**config.mk**
```make
export PLATFORM = sky130hd
export DESIGN_NAME = cnt_sched
export DESIGN_NICKNAME = d
export VERILOG_FILES = /design/src/rtl/cnt_sched.sv
export SDC_FILE = /design/constraint.sdc
export NUM_CORES = 1
export LEC_CHECK = 0
export BUFFER_PORTS_ARGS = -buffer_cell sky130_fd_sc_hd__buf_2
export CORE_AREA = 10 10 85 87
export DETAILED_ROUTE_END_ITERATION = 10
export DIE_AREA = 0 0 95 97
export GPL_TIMING_DRIVEN = 0
export PLACE_DENSITY_LB_ADDON = 0.12
export RECOVER_POWER = 100
export SETUP_SLACK_MARGIN = 0.02
export SLEW_MARGIN = 10
export SYNTH_ARGS = -nofsm -noshare
export SYNTH_HDL_FRONTEND = slang
export SYNTH_SLANG_ARGS = --single-unit
export TNS_END_PERCENT = 5
```
**constraint.sdc**
```tcl
create_clock -name clk -period 4.1 [get_ports clk]
set_input_delay 0.82 -clock clk [delete_from_list [all_inputs] [get_ports clk]]
set_output_delay 0.82 -clock clk [all_outputs]
set_load 0.05 [all_outputs]
```
**src/rtl/cnt_sched.sv**
```systemverilog
// Shared interval counter time-shared among NREQ requesters by a round-robin arbiter.
// The owner's counter runs from 0 to len-1, with a pause input, then the owner gets a one-cycle done pulse.
module cnt_sched #(
  parameter int NREQ = 4,
  parameter int CW   = 8
) (
  input  logic              clk,
  input  logic              reset,
  input  logic [NREQ-1:0]   req_i,
  input  logic [NREQ*CW-1:0] len_i,
  input  logic              hold_i,
  output logic [NREQ-1:0]   gnt_o,
  output logic [NREQ-1:0]   done_o,
  output logic [CW-1:0]     cnt_o,
  output logic              busy_o
);

  localparam int IW = (NREQ > 1) ? $clog2(NREQ) : 1;

  typedef enum logic [1:0] {
    S_IDLE,
    S_RUN,
    S_DONE
  } state_t;

  state_t          state;
  logic [IW-1:0]   ptr;
  logic [IW-1:0]   owner;
  logic [CW-1:0]   len_q;
  logic [CW-1:0]   len_last;
  logic [CW-1:0]   len_arr [NREQ];
  logic            pick_vld;
  logic [IW-1:0]   pick;
  logic [IW-1:0]   pick_next;

  for (genvar g = 0; g < NREQ; g++) begin : g_len
    assign len_arr[g] = len_i[g*CW +: CW];
  end

  // A length of zero wraps to all ones here, which gives the full 2^CW-cycle interval.
  assign len_last = len_q - 1'b1;

  // Round-robin pick: the first requester found starting at ptr, wrapping modulo NREQ.
  always_comb begin
    // NOTE: every variable gets a default before any branch, so no latch is inferred.
    pick_vld = 1'b0;
    pick     = '0;
    for (int i = 0; i < NREQ; i++) begin
      logic [IW-1:0] idx;
      idx = IW'((int'(ptr) + i) % NREQ);
      if (!pick_vld && req_i[idx]) begin
        pick_vld = 1'b1;
        pick     = idx;
      end
    end
    pick_next = (pick == IW'(NREQ - 1)) ? '0 : pick + 1'b1;
  end

  always_ff @(posedge clk or negedge reset) begin
    if (!reset) begin
      state  <= S_IDLE;
      ptr    <= '0;
      owner  <= '0;
      len_q  <= '0;
      cnt_o  <= '0;
      gnt_o  <= '0;
      done_o <= '0;
      busy_o <= 1'b0;
    end else begin
      // NOTE: non-blocking assignments here, so every branch reads the pre-edge state.
      done_o <= '0;
      case (state)
        S_IDLE: begin
          cnt_o <= '0;
          if (pick_vld) begin
            state  <= S_RUN;
            owner  <= pick;
            gnt_o  <= NREQ'(1) << pick;
            len_q  <= len_arr[pick];
            ptr    <= pick_next;
            busy_o <= 1'b1;
          end else begin
            gnt_o  <= '0;
            busy_o <= 1'b0;
          end
        end
        S_RUN: begin
          // Abort wins over both pause and completion.
          if (!req_i[owner]) begin
            state  <= S_IDLE;
            gnt_o  <= '0;
            cnt_o  <= '0;
            busy_o <= 1'b0;
          end else if (!hold_i) begin
            if (cnt_o == len_last) begin
              state  <= S_DONE;
              done_o <= gnt_o;
              gnt_o  <= '0;
              cnt_o  <= '0;
            end else begin
              cnt_o <= cnt_o + 1'b1;
            end
          end
        end
        S_DONE: begin
          state  <= S_IDLE;
          busy_o <= 1'b0;
        end
        default: begin
          state  <= S_IDLE;
          gnt_o  <= '0;
          cnt_o  <= '0;
          busy_o <= 1'b0;
        end
      endcase
    end
  end

endmodule

```
==> results of run 1 <==
## layer usage
layer	GRT usage	vias to the layer above	routed length, µm
met3	0.02776	8	214
met4	0.04462	0	80
li1	-	840	-
met2	0.1759	35	2454
met5	0	-	0
met1	0.1529	786	2420
## through the flow
| step | hold WS (ns) | cell area, µm² | std cells |
|---|---|---|---|
| 2_1_floorplan | 0.4552 | 1903 | 194 |
| 3_3_place_gp | 0.4656 | 2268 | 321 |
| 3_5_place_dp | 0.4644 | 2268 | 321 |
| 4_1_cts | 0.4850 | 2369 | 329 |
| 5_1_grt | 0.5364 | 2310 | 329 |
| 6_report | 0.4804 | 2310 | 329 |
## placed cells by master, fill, tap and decap left out, types with 6 or more instances in the layout
master and count:
ha_1 6, xor2_1 6, mux2i_1 16, o21ai_0 14, nand2_1 22, clkbuf_8 7
a21oi_1 6, dfrtp_1 31, buf_2 35, inv_1 13, nand3_1 7, clkbuf_1 26
## cells by family (layout without fill, tap and decap cells)
kind of cell               count (synthesis)  in the layout  synth area share
DFF                                       31             31            0.4076
buffers and inverters                     18             81           0.04077
xor gates and xnor gates                  10             10           0.04602
AOI/OAI and AO/OA                         55             55            0.2012
muxes                                     17             17           0.09599
and+or+nand+nor                           57             57            0.1690
adders and majority gates                  6              6           0.03945
## state kept, by name (all words and copies together), names as in the netlist
name    count
gnt_o       4
len_q       8
state       2
cnt_o       8
owner       2
busy_o      1
done_o      4
ptr         2
## final cells by class
cell class,count,area (µm²),share of cell area
multi-input cells,145,1026,0.4442
flip-flops and latches,31,775.7,0.3359
repair buffers,55,250.2,0.1083
clock buffers,8,100.1,0.04334
well taps,72,90.09,0.03900
inverters,13,48.80,0.02113
plain buffers,5,18.77,0.008126
## how the worst max path moves through the flow
stage               cells past startpoint   endpoint      from  slack [ns]
floorplan                               9   gnt_o[3]  req_i[0]        1.87
global placement                        7   len_q[0]  req_i[2]        1.34
detailed placement                      7   len_q[0]  req_i[2]        1.34
CTS                                     7   len_q[0]  req_i[2]        1.64
global route                            9  done_o[2]  len_q[0]        0.85
finish                                  9  done_o[2]  len_q[0]        1.20
## power by group
group / internal [mW] / leakage, nW / switching [mW] / total [mW]
Sequential: 0.403 / 0.405 / 0.123 / 0.526
Clock: 0.153 / 0.0515 / 0.119 / 0.273
Combinational: 0.273 / 0.617 / 0.456 / 0.729
## critical path: cells and delay by family, from the launching register on
kind | cells | cell delay (ns)
simple gates | 4 | 1.40
compound gates | 2 | 0.46
flops | 1 | 0.44
buf+inv | 2 | 0.34
fa+ha+maj | 1 | 0.19
==> results by group, run 1 <==
Outcome
  – Status: finished with violations
  – Failing checks: max-capacitance violations, max-slew violations

Yosys
  – Synth cell types: 41
  – Sequential share of the synthesized area: 0.4076
  – Area share of the leading cell type in the synthesized netlist: 0.4076
  – Yosys warns: 0
  – Ys async rst share: 1.000
  – Most common cell in the netlist: dfrtp_1
  – Synth Instances: 194
  – Cell Area, Synth: 1903 µm²
  – #FFs+latches synth: 31
  – Yosys top cell by area: dfrtp_1
  – Syn nets: 239
  – Number of synthesized flops with an enable pin: 0
  – Synth area leaders: dfrtp_1 (41%), mux2i_1 (8.4%), nand2_1 (4.3%)
  – Syn Area/Cell: 9.810 µm²
  – Ys flop type: dfrtp_1
  – Top cells by count, synth: dfrtp_1 (31), nand2_1 (22), mux2i_1 (16)

Layout
  – Area Growth Syn to Fin: 21.37%
  – Fill count: about 580
  – Final net count: 301
  – Antenna cells: 0
  – Share of cells above drive strength 1: 0.1751
  – Fin util: 0.4220

Worst setup path
  – Data required, critical path: 4.32 ns
  – CP most frequent cell: nor4_1
  – Crit path kind: flip-flop to flip-flop
  – Delay of the slowest cell on the worst path: 0.59 ns
  – Reg2Reg Setup Slack: 1.20 ns
  – Worst R2R Path Depth: 9
  – CP Max Fanout: 10
  – Critical path's slowest cell: nor4_1
  – Worst reg2reg startpoint: len_q[0]
  – Critical path cell sequence: inv_1, ha_1, or3b_1, nor4_1, o2111ai_1, a311o_1, clkbuf_1, nor4_1, and2_0
  – WP data arrival: between 3 and 4 ns
  – Reg2reg end: done_o[2]
  – Critical Path Sink Type: flip-flop
  – CP Launch Type: flip-flop

Place
  – Post-detail-place hpwl: 4.080 mm
  – Setup WS pre-CTS: approximately 1.3 ns
  – RD Place Congestion: 0.8037
  – IO Port Bufs: 55

Power and ir drop
  – Power, Total: 1.527 mW
  – Leakage power: 1.073 nW
  – Worst IR drop on VDD: 0.0002457 V
  – PwrDens: around 660 nW/µm²

Timing
  – # setup viols final: 0
  – Fmax: 0.3446 GHz
  – Final Hold Vio Count: 0
  – Tightest Pin Transition: 1.737 ns
  – Min Tclk post-route: 2.902 ns
  – Setup ws final: between 1 and 1.5 ns
  – RSZ-0062 raised after global routing: false
  – Slew margin rel.: -0.1581
  – Fin. max-slew vios: 32
  – Tcrit/Tclk final: 0.7077
  – Post-Route Setup TNS: 0 ns
  – Layout Skew: 0.003392 ns

CTS
  – Worst-Skew Late Latency: 0.29 ns
  – CTS tree: built
  – Post-cts resize count: 0
  – Setup Buffers After CTS: 0
  – CTS Buf Count: 5
  – H-tree levels: 2
  – Clock Pin Slew Worst Setup and Hold Paths: 0.07 ns
  – Hold_buf cts: 0
  – Worst-case clock buffer depth: 2
  – CTS sink count: 31
  – Clock root cell: clkbuf_8

Die
  – Num ports: 56
  – Die Span Y: 97 µm
  – Total die area: 9215 µm²
  – Core area: 5473 µm²
  – Starting Density: 0.3477
  – Row count: 27
  – Die Span X: 95 µm

Global route
  – Grt ovf: 0
  – All-Layer GR Usage: 0.1158
  – Initial antenna violation count: 0
  – Vias in the first global route: ~1.7k
  – Largest net degree at the start of global routing: 32
  – Global-route wire length before repair: 8.645 mm

Routing
  – Vias per std cell: just over 5
  – DR pass1 iterations: 4
  – Total wire length: 5.169 mm
  – Remaining antenna violation count: 0
  – DR iter-0 viols: 78
  – Drt drc: 0
  – Drt wl/cell: 15.71 µm
  – Vias: 1669

Min path
  – Hold Startpoint: busy_o
  – Min-delay worst type: flip-flop to flip-flop
  – Worst Hold Path EP: busy_o
  – Hold depth: 2

Flow run
  – Maxcap violations: 1
No activity file was read; power rests on OpenSTA's default activity.
==> run 2, diff against run 1 <==
ABC_AREA = 1   (was default)
CORE_AREA = 10 10 92 94   (was 10 10 85 87)
DIE_AREA = 0 0 102 104   (was 0 0 95 97)
clock period = 2.8 ns   (was 4.1 ns; I/O delays follow)
==> run 2 against run 1 <==
The flow still finishes with violations (max-capacitance violations, max-slew violations). Die area up 15%. Sequential power increased by 37%. First-iteration DRC count shrank 14%. Clock skew is 0.0075 ns higher. Cell count increased by 47%. Maximum frequency rose by 25%. Worst hold slack gained 0.0026 ns. Power grew 120%. Combinational power rose to 3.0 times the previous value. Synthesized area grew 19%. Largest cell class unchanged.
==> results by group, run 2 <==
Outcome
  – Status: finished with violations
  – Failing checks: max-capacitance violations, max-slew violations

Yosys
  – Syn nets: 385 (+61%)
  – Sequential share of the synthesized area: 0.3422 (-0.06546)
  – Synth area leaders: dfrtp_1 (34%), nand2_1 (20%), inv_1 (8.3%)
  – Most common cell in the netlist: nand2_1
  – Yosys top cell by area: dfrtp_1
  – Area share of the leading cell type in the synthesized netlist: 0.3422 (-0.06546)
  – Ys flop type: dfrtp_1
  – Synth Instances: 340 (+75%)
  – Cell Area, Synth: 2267 µm² (+19%)
  – Synth cell types: 26 (-37%)
  – #FFs+latches synth: 31 (unchanged)
  – Syn Area/Cell: 6.668 µm² (-32%)
  – Top cells by count, synth: nand2_1 (118), inv_1 (50), nand3_1 (33)
  – Number of synthesized flops with an enable pin: 0 (unchanged)
  – Yosys warns: 0 (unchanged)
  – Ys async rst share: 1.000 (unchanged)

Power and ir drop
  – Net Sw Frac: 0.5203 (+0.06308)
  – Seq pwr share: 0.212 (-0.132)
  – Clk pwr share: 0.135 (-0.043)
  – Power, Total: 3.391 mW (+120%)
  – Leakage power: 1.535 nW (+43%)
  – Psw: 1.765 mW (+150%)
  – Comb power frac: 0.653 (+0.176)
  – Worst IR drop on VDD: 0.0005932 V (+140%)
  – Cell Int Power: 1.627 mW (+96%)
  – PwrDens: 1245 nW/µm² (+88%)

Routing
  – Drt wl/cell: 11.72 µm (-25%)
  – Vias: 2165 (+30%)
  – DR iter-0 viols: 67 (-14%)
  – Vias per std cell: 4.482 (-12%)
  – Remaining antenna violation count: 0 (unchanged)
  – Total wire length: 5.662 mm (+9.5%)
  – Drt drc: 0 (unchanged)
  – DR pass1 iterations: 4 (unchanged)

Timing
  – # setup viols final: 0 (unchanged)
  – Post-Route Setup TNS: 0 ns (unchanged)
  – Tightest Pin Transition: 1.624 ns (-0.1127 ns)
  – Min Tclk post-route: 2.322 ns (-0.5798 ns)
  – Setup ws final: 0.4783 ns (-0.7202 ns)
  – Tcrit/Tclk final: 0.8292 (+0.1215)
  – Layout Skew: 0.01094 ns (+0.007550 ns)
  – RSZ-0062 raised after global routing: false
  – Fmax: 0.4307 GHz (+25%)
  – Slew margin rel.: -0.08300 (+0.07514)
  – Final Hold Vio Count: 0 (unchanged)
  – Fin. max-slew vios: 32 (unchanged)

CTS
  – CTS Buf Count: 5 (unchanged)
  – Clock root cell: clkbuf_8
  – Worst-case clock buffer depth: 2 (unchanged)
  – Clock Pin Slew Worst Setup and Hold Paths: 0.07 ns (about the same)
  – H-tree levels: 2 (unchanged)
  – Setup Buffers After CTS: 0 (unchanged)
  – CTS sink count: 31 (unchanged)
  – CTS tree: built
  – Post-cts resize count: 0 (unchanged)
  – Hold_buf cts: 0 (unchanged)
  – Worst-Skew Late Latency: 0.28 ns (about the same)

Layout
  – Fill count: 752 (+29%)
  – Largest regs: cnt_o: 8 flops, len_q: 8 flops
  – Multi-input logic area: 1237 µm² (+21%)
  – Area Growth Syn to Fin: 20.20%
  – Most common cell after layout, fill and taps aside: nand2_1
  – Final Non-Filler Cells: 483 (+47%)
  – Register Area: 775.7 µm² (unchanged)
  – Final Cell Area: 2725 µm² (+18%)
  – Share of cells above drive strength 1: 0.1563 (-0.01877)
  – Final net count: 447 (+49%)
  – Most frequent cells in the layout: nand2_1 (119), inv_1 (50), buf_2 (38)
  – Antenna cells: 0 (unchanged)

Worst setup path
  – CP Launch Type: flip-flop
  – Cell family with most CP delay: simple AND/OR/NAND/NOR gates
  – CP Max Fanout: 11 (+1)
  – CP Buf/Inv Count: 2 (unchanged)
  – WP data arrival: 2.53 ns (-0.59 ns)
  – CP most frequent cell: nand2_2
  – Delay of the slowest cell on the worst path: 0.38 ns (-0.21 ns)
  – Critical Path Sink Type: flip-flop
  – Critical path's slowest cell: clkbuf_1
  – Data required, critical path: 3.01 ns (-1.31 ns)
  – Critical path cell sequence: clkbuf_1, nand2_2, nand3_1, nand2_2, nor2_4, nand3_2, nand3_1, nand2_2, inv_2, ha_1, o21ai_0
  – Crit path kind: flip-flop to flip-flop

Place
  – Setup WS pre-CTS: 0.4927 ns (-0.8430 ns)
  – IO Port Bufs: 55 (unchanged)
  – Placed Cells: 475 (+48%)
  – RD Place Congestion: 0.7776 (-3.2%)
  – Post-place instance area: 2643 µm² (+16%)
  – Post-detail-place hpwl: 4.614 mm (+13%)

Global route
  – Global-route wire length before repair: 9.832 mm (+14%)
  – Initial antenna violation count: 0 (unchanged)
  – Largest net degree at the start of global routing: 32 (unchanged)
  – Grt ovf: 0 (unchanged)
  – All-Layer GR Usage: 0.1105 (-0.005370)
  – Vias in the first global route: 2146 (+25%)

Min path
  – Min-delay worst type: flip-flop to flip-flop

Die
  – Die Span Y: 104 µm (+7.2%)
  – Total die area: 10610 µm² (+15%)
  – Die Span X: 102 µm (+7.4%)
  – Row count: 30 (+11%)
  – Core area: 6681 µm² (+22%)
  – Num ports: 56 (unchanged)
  – Starting Density: 0.3393 (-0.008411)

Flow run
  – Maxcap violations: 1 (unchanged)
## run 2: area by class of cell
type / instances / area share
clock inverter: 2 / 0.01286
multi-input combinational: 250 / 0.4541
tap: 80 / 0.03673
timing repair buffer: 55 / 0.09275
sequential: 31 / 0.2847
inverter: 53 / 0.07300
clock buffer: 6 / 0.03030
buffer: 6 / 0.01561
## run 2: worst register-to-register path: stages, from the launching register on
cell      delay, ns
dfrtp_1        0.36
clkbuf_1       0.38
nand2_2        0.10
nand3_1        0.13
nand2_2        0.11
nor2_4         0.14
nand3_2        0.10
nand3_1        0.10
nand2_2        0.16
inv_2          0.23
ha_1           0.26
o21ai_0        0.16
## run 2: per-stage QoR
step,hold slack (ns),utilization
2_1_floorplan,0.2644,-
3_3_place_gp,0.4644,0.3955
3_5_place_dp,0.4669,0.3955
4_1_cts,0.3447,0.4131
5_1_grt,0.5127,0.4079
6_report,0.4830,0.4079
## run 2: path summary, 6_finish.rpt
check,startpoint,end,slack (ns),cells after the start
min reg2reg,busy_o,busy_o,0.48,2
min in group asynchronous,reset,len_q[7],0.68,1
max,ptr[0],ptr[1],0.48,11
max reg2reg,ptr[0],ptr[1],0.48,11
max in group asynchronous,reset,cnt_o[1],1.17,1
min,busy_o,busy_o,0.48,2
## run 2: power by group through the flow
| stage | clock network (mW) | registers [mW] | logic (mW) |
|---|---|---|---|
| after global placement | 0 | 0.726 | 2.27 |
| after CTS | 0.470 | 0.720 | 2.28 |
| after floorplan | 0 | 0.814 | 1.69 |
| final | 0.459 | 0.718 | 2.21 |
| after detailed placement | 0 | 0.727 | 2.28 |
| after global routing | 0.481 | 0.741 | 2.60 |
## run 2: cell families after synthesis
kind of cell / after synthesis / synth area share
AND/OR/NAND/NOR: 212 / 0.4211
buffers and inverters: 59 / 0.1087
flip-flops: 31 / 0.3422
AO/OA/AOI/OAI: 18 / 0.04083
XOR/XNOR: 14 / 0.05408
adder cells (fa/ha/maj): 6 / 0.03311
## run 2: metal layers
metal	GRT usage	vias up	routed length, µm
met3	0.03654	2	391
met1	0.1345	942	2668
li1	-	1175	-
met4	0.03629	0	52
met2	0.1767	46	2549
met5	0	-	0
==> run 3, diff against run 2 <==
clock period = 2.1 ns   (was 2.8 ns; I/O delays follow)
==> run 3 against run 2 <==
The flow still finishes with violations (max-capacitance violations, max-slew violations). Critical path depth up 3. Clock-buffer cell count is the same. Worst hold slack worse by 0.022 ns. Die area stayed put. First-iteration DRC count is 18% lower. Routed wire length grew 2.4%. Critical path type unchanged.
==> results by group, run 3 (same netlist as run 2, synthesis figures left out) <==
Outcome
  – Status: finished with violations
  – Failing checks: max-capacitance violations, max-slew violations

Timing
  – Fin. max-slew vios: 32 (unchanged)
  – Slew margin rel.: -0.08132 (+0.001675)
  – Min Tclk post-route: 1.937 ns (-0.3845 ns)
  – # setup viols final: 0 (unchanged)
  – Tcrit/Tclk final: 0.9225 (+0.09331)
  – Tightest Pin Transition: 1.622 ns (-0.002513 ns)
  – Layout Skew: 0.01229 ns (+0.001353 ns)
  – Final Hold Vio Count: 0 (unchanged)
  – RSZ-0062 raised after global routing: true
  – Post-Route Setup TNS: 0 ns (unchanged)
  – Fmax: 0.5162 GHz (+20%)

Routing
  – DR iter-0 viols: 55 (-18%)
  – DR pass1 iterations: 4 (unchanged)
  – Total wire length: 5.798 mm (+2.4%)
  – Vias per std cell: 4.474 (-0.18%)
  – Drt wl/cell: 11.91 µm (+1.6%)
  – Remaining antenna violation count: 0 (unchanged)
  – Drt drc: 0 (unchanged)
  – Vias: 2179 (+0.65%)

CTS
  – CTS sink count: 31 (unchanged)
  – Worst-Skew Late Latency: 0.28 ns (about the same)
  – CTS tree: built
  – Worst-case clock buffer depth: 2 (unchanged)
  – Hold_buf cts: 0 (unchanged)
  – Clock Pin Slew Worst Setup and Hold Paths: 0.08 ns (about the same)
  – H-tree levels: 2 (unchanged)
  – CTS Buf Count: 5 (unchanged)
  – Clock root cell: clkbuf_8

Worst setup path
  – CP Buf/Inv Count: 3 (+1)
  – Crit path kind: flip-flop to flip-flop
  – Critical path cell sequence: buf_6, nand2_1, nand2_2, nand2_1, nand2_2, nor2_4, nand3_2, nand3_1, nand2_4, inv_6, ha_1, inv_1, nand2_1, o21ai_0
  – Crit path from: ptr[0]
  – Data required, critical path: 2.27 ns (-0.74 ns)
  – CP most frequent cell: nand2_1
  – Reg2reg end: ptr[0]
  – CP Max Fanout: 11 (unchanged)
  – Worst Setup EP: ptr[0]
  – Critical path's slowest cell: dfrtp_1
  – Levels on crit path: 14 (+3)
  – Worst R2R Path Depth: 14 (+3)
  – Cell family with most CP delay: simple AND/OR/NAND/NOR gates
  – WP data arrival: 2.10 ns (-0.43 ns)
  – Reg2Reg Setup Slack: 0.16 ns (-0.32 ns)
  – CP Launch Type: flip-flop
  – Worst reg2reg startpoint: ptr[0]
  – Delay of the slowest cell on the worst path: 0.41 ns (+0.03 ns)
  – Critical Path Sink Type: flip-flop

Place
  – Post-place instance area: 2643 µm² (unchanged)
  – Placed Cells: 475 (unchanged)
  – RD Place Congestion: 0.7776 (unchanged)
  – IO Port Bufs: 55 (unchanged)
  – Post-detail-place hpwl: 4.614 mm (unchanged)

Die
  – Num ports: 56 (unchanged)
  – Die Span Y: 104 µm (unchanged)
  – Core area: 6681 µm² (unchanged)
  – Starting Density: 0.3393 (unchanged)
  – Row count: 30 (unchanged)
  – Total die area: 10610 µm² (unchanged)
  – Die Span X: 102 µm (unchanged)

Global route
  – Initial antenna violation count: 0 (unchanged)
  – Largest net degree at the start of global routing: 32 (unchanged)
  – Global-route wire length before repair: 9.832 mm (unchanged)
  – Grt ovf: 0 (unchanged)
  – All-Layer GR Usage: 0.1105 (unchanged)
  – Vias in the first global route: 2146 (unchanged)

Power and ir drop
  – Power, Total: 4.807 mW (+42%)
  – Worst IR drop on VDD: 0.0009623 V (+62%)
  – Leakage power: 1.569 nW (+2.2%)
  – PwrDens: 1702 nW/µm² (+37%)

Flow run
  – Maxcap violations: 1 (unchanged)

Layout
  – Antenna cells: 0 (unchanged)
  – Largest regs: cnt_o: 8 flops, len_q: 8 flops
  – Most common cell after layout, fill and taps aside: nand2_1
  – Final Non-Filler Cells: 487 (+0.83%)
  – Final net count: 451 (+0.89%)
  – Fin util: 0.4228 (+0.01498)
  – Area Growth Syn to Fin: 24.61%
  – Most frequent cells in the layout: nand2_1 (116), inv_1 (48), buf_2 (38)
  – Share of cells above drive strength 1: 0.1941 (+0.03778)
  – Final Cell Area: 2825 µm² (+3.7%)

Min path
  – Min-delay worst type: primary input to flip-flop
## run 3: cell count changes in the layout (fill, tap and decap cells not counted), sizes merged
cell | previous run | this run
buf | 41 | 45
## run 3: stage by stage
| stage | hold WS (ns) | setup WS (ns) |
|---|---|---|
| floorplan | 0.1244 | 0.2813 |
| global placement | 0.4644 | -0.07582 |
| detailed placement | 0.4669 | -0.06731 |
| CTS | 0.2047 | 0.002560 |
| global route | 0.4909 | -0.01289 |
| finish | 0.4615 | 0.1628 |
## run 3: worst reg2reg max path: stages, from the launching register on
cell and delay, ns:
dfrtp_1 0.41, buf_6 0.16, nand2_1 0.08, nand2_2 0.10, nand2_1 0.09, nand2_2 0.07
nor2_4 0.10, nand3_2 0.10, nand3_1 0.13, nand2_4 0.13, inv_6 0.13, ha_1 0.15
inv_1 0.05, nand2_1 0.05, o21ai_0 0.07
## run 3: what timing repair did
| action | 4_1_cts | 5_1_grt |
|---|---|---|
| hold endpoints to repair | 0 | 0 |
| buffers inserted | 0 | 4 |
| gates resized for setup | 1 | 16 |
| gates cloned | 0 | 0 |
| setup endpoints to repair | 5 | 26 |
| pin swaps | 0 | 6 |
## run 3: worst min path at each step
stage	from	to	slack (ns)	cells after the start
detailed placement	busy_o	busy_o	0.47	2
global route	len_i[15]	len_q[7]	0.49	5
CTS	reset	state[0]	0.20	1
floorplan	reset	busy_o	0.12	0
global placement	busy_o	busy_o	0.46	2
finish	len_i[15]	len_q[7]	0.46	5
## run 3: metal layers
metal	up-vias	global-route usage	part of all wire
met5	-	0	0
met1	947	0.1345	0.47
li1	1190	-	-
met2	40	0.1767	0.45
met4	0	0.03629	0.0090
met3	2	0.03654	0.065
## run 3: cell type report
cell class	instances	area (µm²)
clock inverters	2	35.03
clock buffers	6	82.58
well taps	80	100.1
repair buffers	59	282.8
multi-input cells	250	1294
inverters	53	203.9
plain buffers	6	51.30
flip-flops and latches	31	775.7
fillers	743	3856
## run 3: power by group
group / switching, mW / internal, mW / leakage [nW]
Sequential: 0.167 / 0.795 / 0.403
Combinational: 2.09 / 1.14 / 1.10
Clock: 0.230 / 0.384 / 0.0612
